File: src/rtl/disp_scan_ctrl_pkg.sv
// Shared constants and helpers for the multiplexed display scan controller.
package disp_scan_ctrl_pkg;

    localparam logic AN_OFF  = 1'b1;
    localparam logic SEG_OFF = 1'b1;

    localparam logic [0:0] ST_GUARD = 1'b0;
    localparam logic [0:0] ST_ON    = 1'b1;

    function automatic int unsigned idx_width(input int unsigned n);
        return (n < 2) ? 1 : $clog2(n);
    endfunction

endpackage

File: src/rtl/disp_scan_ctrl_scan_tick_gen.sv
// Slot counter and digit index; flags slot/frame ends and the blanking guard window.
module scan_tick_gen
    import disp_scan_ctrl_pkg::*;
#(
    parameter int unsigned N_DIGITS = 4,
    parameter int unsigned PRESCALE = 50000,
    parameter int unsigned GUARD    = 500,
    localparam int unsigned IW      = idx_width(N_DIGITS),
    localparam int unsigned CW      = $clog2(PRESCALE)
) (
    input  logic          clk,
    input  logic          rst_n,
    output logic [IW-1:0] digit_idx,
    output logic          slot_end,
    output logic          frame_end,
    output logic          in_guard
);

    logic [CW-1:0] cnt;

    always_ff @(posedge clk) begin
        if (!rst_n) begin
            cnt       <= '0;
            digit_idx <= '0;
        end else if (slot_end) begin
            cnt       <= '0;
            digit_idx <= (digit_idx == IW'(N_DIGITS - 1)) ? '0 : digit_idx + IW'(1);
        end else begin
            cnt <= cnt + CW'(1);
        end
    end

    assign slot_end  = (cnt == CW'(PRESCALE - 1));
    assign frame_end = slot_end && (digit_idx == IW'(N_DIGITS - 1));
    assign in_guard  = (cnt < CW'(GUARD));

endmodule

File: src/rtl/disp_scan_ctrl.sv
// Time-multiplexed digit scanner with guard blanking, leading-zero blanking and
// frame-synchronous value updates through a load/ack handshake.
module disp_scan_ctrl
    import disp_scan_ctrl_pkg::*;
#(
    parameter int unsigned N_DIGITS = 4,
    parameter int unsigned PRESCALE = 50000,
    parameter int unsigned GUARD    = 500,
    localparam int unsigned IW      = idx_width(N_DIGITS),
    localparam int unsigned VW      = 4 * N_DIGITS
) (
    input  logic                clk,
    input  logic                rst_n,
    input  logic                load,
    input  logic [VW-1:0]       value_in,
    input  logic [N_DIGITS-1:0] dp_in,
    input  logic                blank_lz,
    output logic [3:0]          bcd_out,
    output logic [N_DIGITS-1:0] an,
    output logic                dp_out,
    output logic [IW-1:0]       digit_idx,
    output logic                frame_done,
    output logic                load_ack
);

    logic                slot_end;
    logic                frame_end;
    logic                in_guard;
    logic                boundary;
    logic [0:0]          state;
    logic [VW-1:0]       disp;
    logic [N_DIGITS-1:0] disp_dp;
    logic [VW-1:0]       shadow;
    logic [N_DIGITS-1:0] shadow_dp;
    logic                pending;
    logic [N_DIGITS-1:0] blank;
    logic                zero_above;

    scan_tick_gen #(
        .N_DIGITS (N_DIGITS),
        .PRESCALE (PRESCALE),
        .GUARD    (GUARD)
    ) u_tick (
        .clk       (clk),
        .rst_n     (rst_n),
        .digit_idx (digit_idx),
        .slot_end  (slot_end),
        .frame_end (frame_end),
        .in_guard  (in_guard)
    );

    assign boundary   = slot_end && frame_end;
    assign state      = in_guard ? ST_GUARD : ST_ON;
    assign frame_done = boundary;
    assign load_ack   = boundary && pending;

    // A load coinciding with the boundary re-arms pending for the following frame.
    always_ff @(posedge clk) begin
        if (!rst_n) begin
            disp      <= '0;
            disp_dp   <= '0;
            shadow    <= '0;
            shadow_dp <= '0;
            pending   <= 1'b0;
        end else begin
            if (boundary && pending) begin
                disp    <= shadow;
                disp_dp <= shadow_dp;
                pending <= 1'b0;
            end
            if (load) begin
                shadow    <= value_in;
                shadow_dp <= dp_in;
                pending   <= 1'b1;
            end
        end
    end

    // Leading-zero mask, scanned from the most significant digit down.
    always_comb begin
        blank      = '0;
        zero_above = 1'b1;
        for (int k = N_DIGITS - 1; k >= 0; k--) begin
            zero_above = zero_above && (disp[4*k +: 4] == 4'd0);
            if (k != 0) begin
                blank[k] = blank_lz && zero_above;
            end
        end
    end

    always_comb begin
        bcd_out = disp[{digit_idx, 2'b00} +: 4];
        an      = {N_DIGITS{AN_OFF}};
        dp_out  = SEG_OFF;
        if (state == ST_ON && !blank[digit_idx]) begin
            an[digit_idx] = ~AN_OFF;
            dp_out        = ~disp_dp[digit_idx];
        end
    end

endmodule

File: config.mk
export PLATFORM = sky130hd
export DESIGN_NAME = disp_scan_ctrl
export DESIGN_NICKNAME = d
export VERILOG_FILES = /design/src/rtl/disp_scan_ctrl_pkg.sv /design/src/rtl/disp_scan_ctrl_scan_tick_gen.sv /design/src/rtl/disp_scan_ctrl.sv
export SDC_FILE = /design/constraint.sdc
export NUM_CORES = 1
export LEC_CHECK = 0
export CAP_MARGIN = 30
export CORE_MARGIN = 3
export CORE_UTILIZATION = 40
export CTS_BUF_LIST = sky130_fd_sc_hd__clkbuf_8 sky130_fd_sc_hd__clkbuf_16
export DETAILED_ROUTE_END_ITERATION = 8
export GPL_TIMING_DRIVEN = 0
export PLACE_DENSITY_LB_ADDON = 0.3
export REMOVE_ABC_BUFFERS = 1
export SYNTH_ARGS = -nofsm -noshare
export SYNTH_HDL_FRONTEND = slang
export SYNTH_SLANG_ARGS = --single-unit
File: constraint.sdc
create_clock -name clk -period 2.6 [get_ports clk]
set_clock_uncertainty 0.05 [all_clocks]
set_input_delay 0.78 -clock clk [delete_from_list [all_inputs] [get_ports clk]]
set_output_delay 0.78 -clock clk [all_outputs]
set_load 0.02 [all_outputs]
; Word level (Yosys, flattened, before mapping)
; Index checks and enable logic that the tools add are counted.
[totals]
inputBits = 24
reg_bits = 59
out_inout_bits = 13
wordCells = 46
[op_classes]
order_cmp = 3
n_eq_ne = 2
shift = 1
add_sub_neg = 2
reduce_logical = 16
bitwise = 3
mux = 12
[op_table]
columns = operator, count
row1 = $add A16 B1 Y16 const B, 1
row2 = $eq A16 B16 Y1 const B, 1
row3 = $lt A16 B9 Y1 const B, 1
row4 = $shiftx A16 B5 Y4, 1
row5 = $logic_not A4 Y1, 3
row6 = $logic_and A1 B1 Y1, 10
row7 = $mux W1, 7
row8 = $bmux W1 S2, 2
row9 = $mux W4, 1
row10 = $not A4 Y4, 1
row11 = $lt A2 B3 Y1 const B, 1
row12 = $add A2 B1 Y2 const B, 1
row13 = $demux W1 S2, 1
row14 = $eq A2 B2 Y1 const B, 1
row15 = $ge A2 B1 Y1 const B, 1
row16 = $mux W2, 1
row17 = $not A1 Y1, 2
row18 = $reduce_bool A2 Y1, 1
row19 = $reduce_or A2 Y1, 1
row20 = $logic_not A1 Y1, 1

; Longest topological paths before layout
; Gate-level depths: netlist of the first run.
[depth]
ltp_word = 9
depth_mapped = 7
ltp_nobuf = 5

; By module
; A second synthesis of the first run with hierarchy kept.
[unflattened]
hier_cells = 271
area_unflattened_um2 = 2620.0
[by_module_without_submodules]
columns = mod, area_per_inst_um2, cells_per_inst, n_inst
row1 = disp_scan_ctrl, 1779.2, 180, 1
row2 = scan_tick_gen, 840.8, 91, 1

; Worst setup path before layout of the first run
; No wires, ideal clock.
[synth_timing]
path_kind = register -> output
from = reg u_tick.digit_idx[0]
to = out dp_out
path_buffers = 1
required_ns = 1.770
path_slack_ns = 0.155
arrival_time_ns = 1.615
path_stages_with_launch = 4
path_cell_list = dfxtp_1 > clkbuf_1 > mux4_2 > nand3_1
[synth_via]
elab_chain_cells = 5
elab_cells_between_ends = 8
classes_between = mux (5) / bitwise (1) / reduce/logical (2)
[synth_rtl]
columns = item, line
row1 = "start, declared", disp_scan_ctrl_scan_tick_gen.sv:13  ; output logic [IW-1:0] digit_idx,
row2 = "start signal, assigned", disp_scan_ctrl_scan_tick_gen.sv:27  ; digit_idx <= (digit_idx == IW'(N_DIGITS - 1)) ? '0 : digit_idx + IW'(1);
row3 = $bmux W1 S2, disp_scan_ctrl.sv:95  ; if (state == ST_ON && !blank[digit_idx]) begin
row4 = $mux W1 (not written as such), disp_scan_ctrl.sv:95
row5 = $logic_not A1 Y1, disp_scan_ctrl.sv:95
row6 = $logic_and A1 B1 Y1, disp_scan_ctrl.sv:95
row7 = $mux W1 (*), disp_scan_ctrl.sv:95
row8 = "end, declared", disp_scan_ctrl.sv:20  ; output logic dp_out,
; Mark *: on every way between the ends. The rest lies on a longest branch, timed or not. The select of a mux whose other input is x is not followed.

; Worst setup path in the final report of the first run
[layout_timing]
from = reg u_tick.digit_idx[0]
to = out bcd_out[3]
[layout_via]
elab_chain_cells = 1
[layout_rtl]
columns = item, line
row1 = $shiftx A16 B5 Y4, disp_scan_ctrl.sv:92  ; bcd_out = disp[{digit_idx, 2'b00} +: 4];
row2 = "end, declared", disp_scan_ctrl.sv:18  ; output logic [3:0] bcd_out,
; No other way between the ends.

==> results.py, run 1 <==
metrics = {
    "outcome": {
        "status": "completed",
    },
    "clock_network": {
        "numCtsBuffers": 9,
        "clkSinkCount": 59,
        "clock-root-buffer": "clkbuf_8",
        "cts_max_path_buffers": 2,
        "clk_pin_slew_ps": 60,
        "hold_buffers": 0,
        "h-tree-depth": 3,
        "cts_tree": "done",
        "clock_latency_ps": 330,
    },
    "finish": {
        "final_util": 0.5319,
        "nets": 341,
        "num_antenna_cells": 0,
        "fin_cells": 393,
        "area_delta_synth_final_pct": 27.87,
        "fill_cells": 588,
        "regArea_sq_um": 1191,
        "layout-drive-gt1-share": 0.1646,
        "multi_input_area_sq_um": 1466,
    },
    "drt": {
        "post_drt_wl_per_cell_microns": 13.16,
        "drc": 0,
        "drt-initial-drc-count": 94,
        "routed_wl_microns": 5171,
        "via_per_inst": 5.008,
        "route.antenna.remaining_nets": 0,
        "routed-via-count": 1968,
        "firstDrtPassIters": 4,
    },
    "power_and_ir_drop": {
        "power_density_nw_per_um2": 547.6,
        "cellLeakagePower_nw": 1.294,
        "power.total_mw": 1.871,
        "ir_drop_mv": 0.4128,
    },
    "logic_synthesis": {
        "ys_seq_area_frac": 0.4422,
        "ys_warn_count": 0,
        "ys_ff_latch": 59,
        "syn_inst": 277,
        "syn_area_sq_um": 2671,
        "postSynthAreaPerCell_sq_um": 9.644,
        "yosysUniqueCellTypes": 32,
        "synthFlopType": "dfxtp_1",
        "synth-edff-count": 0,
        "async_reset_ff_frac": 0,
    },
    "die": {
        "row_count": 29,
        "pin_count": 37,
        "die_y_microns": 87.72,
        "start_util": 0.4159,
        "die_w_microns": 87.72,
        "design.die.area_sq_um": 7695,
        "core_sq_um": 6422,
    },
    "critical_path": {
        "worstPathRequired_ps": 1770,
        "r2r_setup_slack_ps": 270,
        "worstSetupEndpointType": "output pin",
        "worst_r2r_endpoint": "disp[0]$_SDFFE_PN0P_",
        "cp_slowest_stage_delay_ps": 550,
        "crit_family": "multiplexers",
        "slowest_stage": "mux4_2",
        "arrival_ps": 1670,
        "path_class": "flop to output pin",
        "path_max_fanout": 13,
        "critical_path.cell_chain": "mux4_2 -> dlygate4sd2_1",
        "reg2regPathDepth": 6,
        "critPathBufInv": 1,
        "r2r-start": "u_tick.cnt[11]$_SDFF_PP0_",
        "crit_path_start_kind": "flop",
    },
    "timing": {
        "maxSlewViolCount": 0,
        "hold_slack_ps": 395.8,
        "fin_tns_setup_ps": 0,
        "slew_headroom": 0.5258,
        "worstMarginPinSlew_ps": 710.5,
        "setup_viol": 0,
        "max_freq_mhz": 399.5,
        "period_minus_slack_ps": 2503,
        "finalCritPeriodShare": 0.9628,
        "hold_viol": 0,
    },
    "place": {
        "port_buffers": 36,
        "place_inst": 376,
        "dp_hpwl_microns": 3515,
        "gp_congestion": 0.8178,
    },
    "grt": {
        "globalRouteOverflowTotal": 0,
        "grtUsageTotal": 0.1492,
        "grt_pass1_wl_microns": 8818,
        "antenna_found_initial": 0,
        "grt_max_degree": 37,
        "first_global_vias": 1885,
    },
    "worst_hold_path": {
        "holdPathEnd": "u_tick.cnt[0]$_SDFF_PP0_",
        "worstHoldStart": "u_tick.cnt[0]$_SDFF_PP0_",
        "min_path_type": "flop to flop",
        "whs_path_depth": 1,
    },
    "run": {
        "maxCapViolations": 0,
    },
}
stage by stage:
stage / instance area [sq um] / worst slack (ps)
2_1_floorplan: 2586 / 313.2
3_3_place_gp: 3043 / -1260
3_5_place_dp: 3108 / -494.3
4_1_cts: 3323 / -46.10
5_1_grt: 3416 / -12.13
6_report: 3416 / 96.62
placed cells by master (no fill, tap or decap), types with 4 or more instances in the layout:
master and count:
inv_1 6, dfxtp_1 53, nand3_1 4, clkdlybuf4s50_1 23
mux2i_1 41, nor4_1 6, buf_6 5, nand3_2 5
dfxtp_2 5, xor2_1 7, nor2_1 18, xnor2_1 7
mux4_2 5, ha_1 4, nor2b_1 21, nand2_1 50
clkbuf_8 11, nand4_1 7, dlygate4sd2_1 4
flip-flops by register name, indices dropped and copies added, names as in the netlist:
signal	count
shadow	16
pending	1
disp	16
u_tick.cnt	16
disp_dp	4
u_tick.digit_idx	2
shadow_dp	4
how the worst max path moves through the flow:
stage                                                start                        end  slack (ps)  cells after the start
after global placement                               rst_n  u_tick.cnt[14]$_SDFF_PP0_       -1260                      3
after global routing              u_tick.cnt[1]$_SDFF_PP0_                   load_ack         -10                      5
final                     u_tick.digit_idx[0]$_SDFFE_PN0N_                 bcd_out[3]         100                      2
after floorplan           u_tick.digit_idx[0]$_SDFFE_PN0N_                     dp_out         310                      2
after CTS                                         blank_lz                      an[3]         -50                      5
after detailed placement                          blank_lz                      an[3]        -490                      5
worst reg2reg max path, delay by kind of cell (launching register included):
| kind | cells | cell delay, ps |
|---|---|---|
| buffers and inverters | 2 | 420 |
| DFF | 1 | 360 |
| muxes | 1 | 210 |
| and+or+nand+nor | 3 | 1210 |
what timing repair did:
action / in CTS / in global routing
pin swaps: 0 / 3
setup endpoints to repair: 12 / 7
buffers inserted: 0 / 2
gates resized for setup: 43 / 20
cell usage after synthesis (2+ instances only):
library cell   n  area (sq um)
buf_2          4         20.02
clkbuf_1      10         37.54
nand3_1       10         50.05
xor2_1         7         61.31
mux4_2         5         112.6
nor3_1         2         10.01
mux2i_1       41         410.4
dfxtp_1       59          1181
nor2b_1       21         131.4
inv_1          4         15.01
nand4_1        7         43.79
nor2_1        18         67.56
xnor2_1        7         61.31
or3_1          2         12.51
buf_6          2         22.52
and4_1         2         17.52
nor4_1         7         43.79
nand2_1       50         187.7
ha_1           5         62.56
and3_1         2         12.51
kinds of logic after synthesis:
group	count (synthesis)	share of synthesized area
AOI/OAI and AO/OA	5	0.01359
xor gates and xnor gates	14	0.04590
adders and majority gates	5	0.02342
buffers and inverters	21	0.03747
DFF	59	0.4422
muxes	46	0.1958
and+or+nand+nor	127	0.2417
layer usage:
metal | GRT usage | vias to the layer above | wire, microns | part of all wire
met1 | 0.1925 | 916 | 2383 | 0.46
met2 | 0.2205 | 33 | 2436 | 0.47
met4 | 0.05021 | 0 | 55 | 0.011
met5 | 0 | - | 0 | 0
li1 | - | 1012 | - | -
met3 | 0.06961 | 7 | 296 | 0.057
report_power, final:
group | total [mW] | switching [mW] | leakage [nW] | internal (mW)
registers | 0.942 | 0.0152 | 0.483 | 0.927
clock network | 0.814 | 0.333 | 0.108 | 0.481
logic | 0.115 | 0.0469 | 0.703 | 0.0677
total | 1.87 | 0.395 | 1.29 | 1.48
final cells by class:
type / instances / area share
clock buffers: 11 / 0.04432
repair buffers: 41 / 0.1326
clock inverters: 4 / 0.01245
flip-flops and latches: 59 / 0.3487
inverters: 4 / 0.004396
well taps: 77 / 0.02821
multi-input cells: 197 / 0.4293
Note: power is estimated with default switching activity, not from simulation.
==> run 2, diff against run 1 <==
Settings changed: REMOVE_ABC_BUFFERS 1 to default.
==> run 2 against run 1 <==
  * Combinational power about the same
  * Largest power group unchanged
  * Power decreased by 1.7%
  * Via count increased by 5.2%
  * First-iteration DRC count decreased by 40%
==> results.py, run 2 (synthesized netlist as in run 1, its figures left out) <==
metrics = {
    "critical_path": {
        "worst_r2r_endpoint": "disp[0]$_SDFFE_PN0P_",
        "cp_slowest_stage_delay_ps": 510,
        "crit_path_start_kind": "flop",
        "path_class": "flop to output pin",
        "critical_path.cell_chain": "clkbuf_8 -> mux4_2 -> clkdlybuf4s15_1",
        "worstSetupEndpointType": "output pin",
        "crit_family": "multiplexers",
        "reg2regPathDepth": 6,
        "critPathBufInv": 2,
        "worstPathRequired_ps": 1770,
        "arrival_ps": 1710,
        "r2r-start": "u_tick.cnt[11]$_SDFF_PP0_",
        "slowest_stage": "mux4_2",
        "r2r_setup_slack_ps": 740,
        "path_max_fanout": 10,
    },
    "timing": {
        "slew_headroom": 0.6923,
        "setup_viol": 0,
        "hold_viol": 0,
        "fin_tns_setup_ps": 0,
        "finalCritPeriodShare": 0.9757,
        "max_freq_mhz": 394.2,
        "fin_ws_ps": 63.30,
        "period_minus_slack_ps": 2537,
        "worstMarginPinSlew_ps": 461.5,
        "maxSlewViolCount": 0,
    },
    "clock_network": {
        "clkSinkCount": 59,
        "clk_pin_slew_ps": 60,
        "clock-root-buffer": "clkbuf_8",
        "h-tree-depth": 3,
        "numCtsBuffers": 9,
        "cts_max_path_buffers": 2,
        "clock_latency_ps": 340,
        "cts_tree": "done",
    },
    "drt": {
        "drt-initial-drc-count": 56,
        "routed_wl_microns": 5564,
        "route.antenna.remaining_nets": 0,
        "drc": 0,
        "via_per_inst": 5.086,
        "post_drt_wl_per_cell_microns": 13.67,
        "firstDrtPassIters": 4,
        "routed-via-count": 2070,
    },
    "die": {
        "die_y_microns": 87.72,
        "row_count": 29,
        "core_sq_um": 6422,
        "die_w_microns": 87.72,
        "design.die.area_sq_um": 7695,
        "pin_count": 37,
        "start_util": 0.4159,
    },
    "worst_hold_path": {
        "worstHoldStart": "disp_dp[2]$_SDFFE_PN0P_",
        "min_path_type": "flop to flop",
        "holdPathEnd": "disp_dp[2]$_SDFFE_PN0P_",
        "whs_path_depth": 2,
    },
    "grt": {
        "grt_pass1_wl_microns": 9453,
        "grt_max_degree": 11,
        "globalRouteOverflowTotal": 0,
        "first_global_vias": 1991,
        "antenna_found_initial": 0,
        "grtUsageTotal": 0.1604,
    },
    "outcome": {
        "status": "completed",
    },
    "power_and_ir_drop": {
        "power_density_nw_per_um2": 539.5,
        "clkPwrFrac": 0.425,
        "ir_drop_mv": 0.3275,
        "combinationalPowerShare": 0.062,
        "cellLeakagePower_nw": 1.298,
        "seqPwrFrac": 0.514,
        "p_sw_mw": 0.4049,
        "internal_power_mw": 1.434,
        "sw_frac_of_total": 0.2202,
    },
    "run": {
        "maxCapViolations": 0,
    },
    "finish": {
        "final_common_cell": "dfxtp_1",
        "regArea_sq_um": 1189,
        "nets": 354,
        "fin_cells": 407,
        "reg_top3": "disp x16, shadow x16, u_tick.cnt x16",
        "multi_input_area_sq_um": 1461,
        "fill_cells": 606,
        "final_cell_mix": "dfxtp_1, nand2_1, mux2i_1",
        "num_antenna_cells": 0,
        "layout-drive-gt1-share": 0.1727,
        "area_delta_synth_final_pct": 27.59,
    },
    "place": {
        "pre_cts_ws_ps": -493.9,
        "dp_hpwl_microns": 3958,
        "gp_congestion": 0.9012,
        "port_buffers": 35,
        "place_inst": 389,
    },
    "logic_synthesis": {
        "synthesis.nets": 306,
    },
}
run 2: cell types whose count changed in the layout (fill, tap and decap cells not counted), sizes merged:
cell / delta
bufinv: -1
buf: +3
clkbuf: +15
dlygate4sd2: -4
clkdlybuf4s15: +1
run 2: worst max path at each step:
stage / from / end / depth (start not counted)
3_5_place_dp: blank_lz / an[0] / 5
3_3_place_gp: blank_lz / an[3] / 5
6_report: u_tick.digit_idx[0]$_SDFFE_PN0N_ / bcd_out[0] / 3
2_1_floorplan: u_tick.digit_idx[0]$_SDFFE_PN0N_ / dp_out / 3
4_1_cts: blank_lz / an[0] / 5
5_1_grt: u_tick.cnt[8]$_SDFF_PP0_ / dp_out / 4
run 2: layer usage:
metal  wire length, microns  up-vias  track usage
li1                       -     1044            -
met1                   2628      974       0.1966
met2                   2546       44       0.2610
met3                    296        8      0.05833
met4                     92        0      0.05439
met5                      0        -            0
run 2: repair_timing:
item | 4_1_cts | 5_1_grt
hold buffers | 0 | 0
resized for setup | 54 | 19
setup endpoints to repair | 11 | 11
pin swaps | 2 | 4
setup buffers | 0 | 2
run 2: area by class of cell:
cell class | instances | share of cell area
Multi-Input combinational cell | 197 | 0.4288
Sequential cell | 59 | 0.3488
Timing Repair Buffer | 37 | 0.1046
Clock buffer | 13 | 0.05250
Buffer | 17 | 0.02900
Tap cell | 77 | 0.02827
Inverter | 4 | 0.004405
Clock inverter | 3 | 0.003671
run 2: worst register-to-register path: cells and delay by family (launching register included):
| family | cells | cell delay [ps] |
|---|---|---|
| buf+inv | 2 | 370 |
| flops | 1 | 370 |
| simple gates | 3 | 790 |
| mux | 1 | 200 |
run 2: metrics by stage:
stage | total power, mW | utilization | hold slack, ps | area [sq um]
after CTS | 1.862 | 0.5202 | 400.7 | 3341
after global routing | 1.926 | 0.5307 | 428.2 | 3408
after global placement | 1.073 | 0.4855 | 391.3 | 3118
after floorplan | 1.022 | - | 381.5 | 2671
after detailed placement | 1.076 | 0.4855 | 396.1 | 3118
final | 1.839 | 0.5307 | 406.2 | 3408
run 2: power groups by stage:
| stage | Clock [mW] | Sequential (mW) | Combinational [mW] |
|---|---|---|---|
| final | 0.781 | 0.945 | 0.113 |
| after global routing | 0.853 | 0.946 | 0.127 |
| after CTS | 0.805 | 0.943 | 0.114 |
| after detailed placement | 0 | 0.963 | 0.113 |
| after global placement | 0 | 0.962 | 0.111 |
| after floorplan | 0 | 0.959 | 0.0639 |
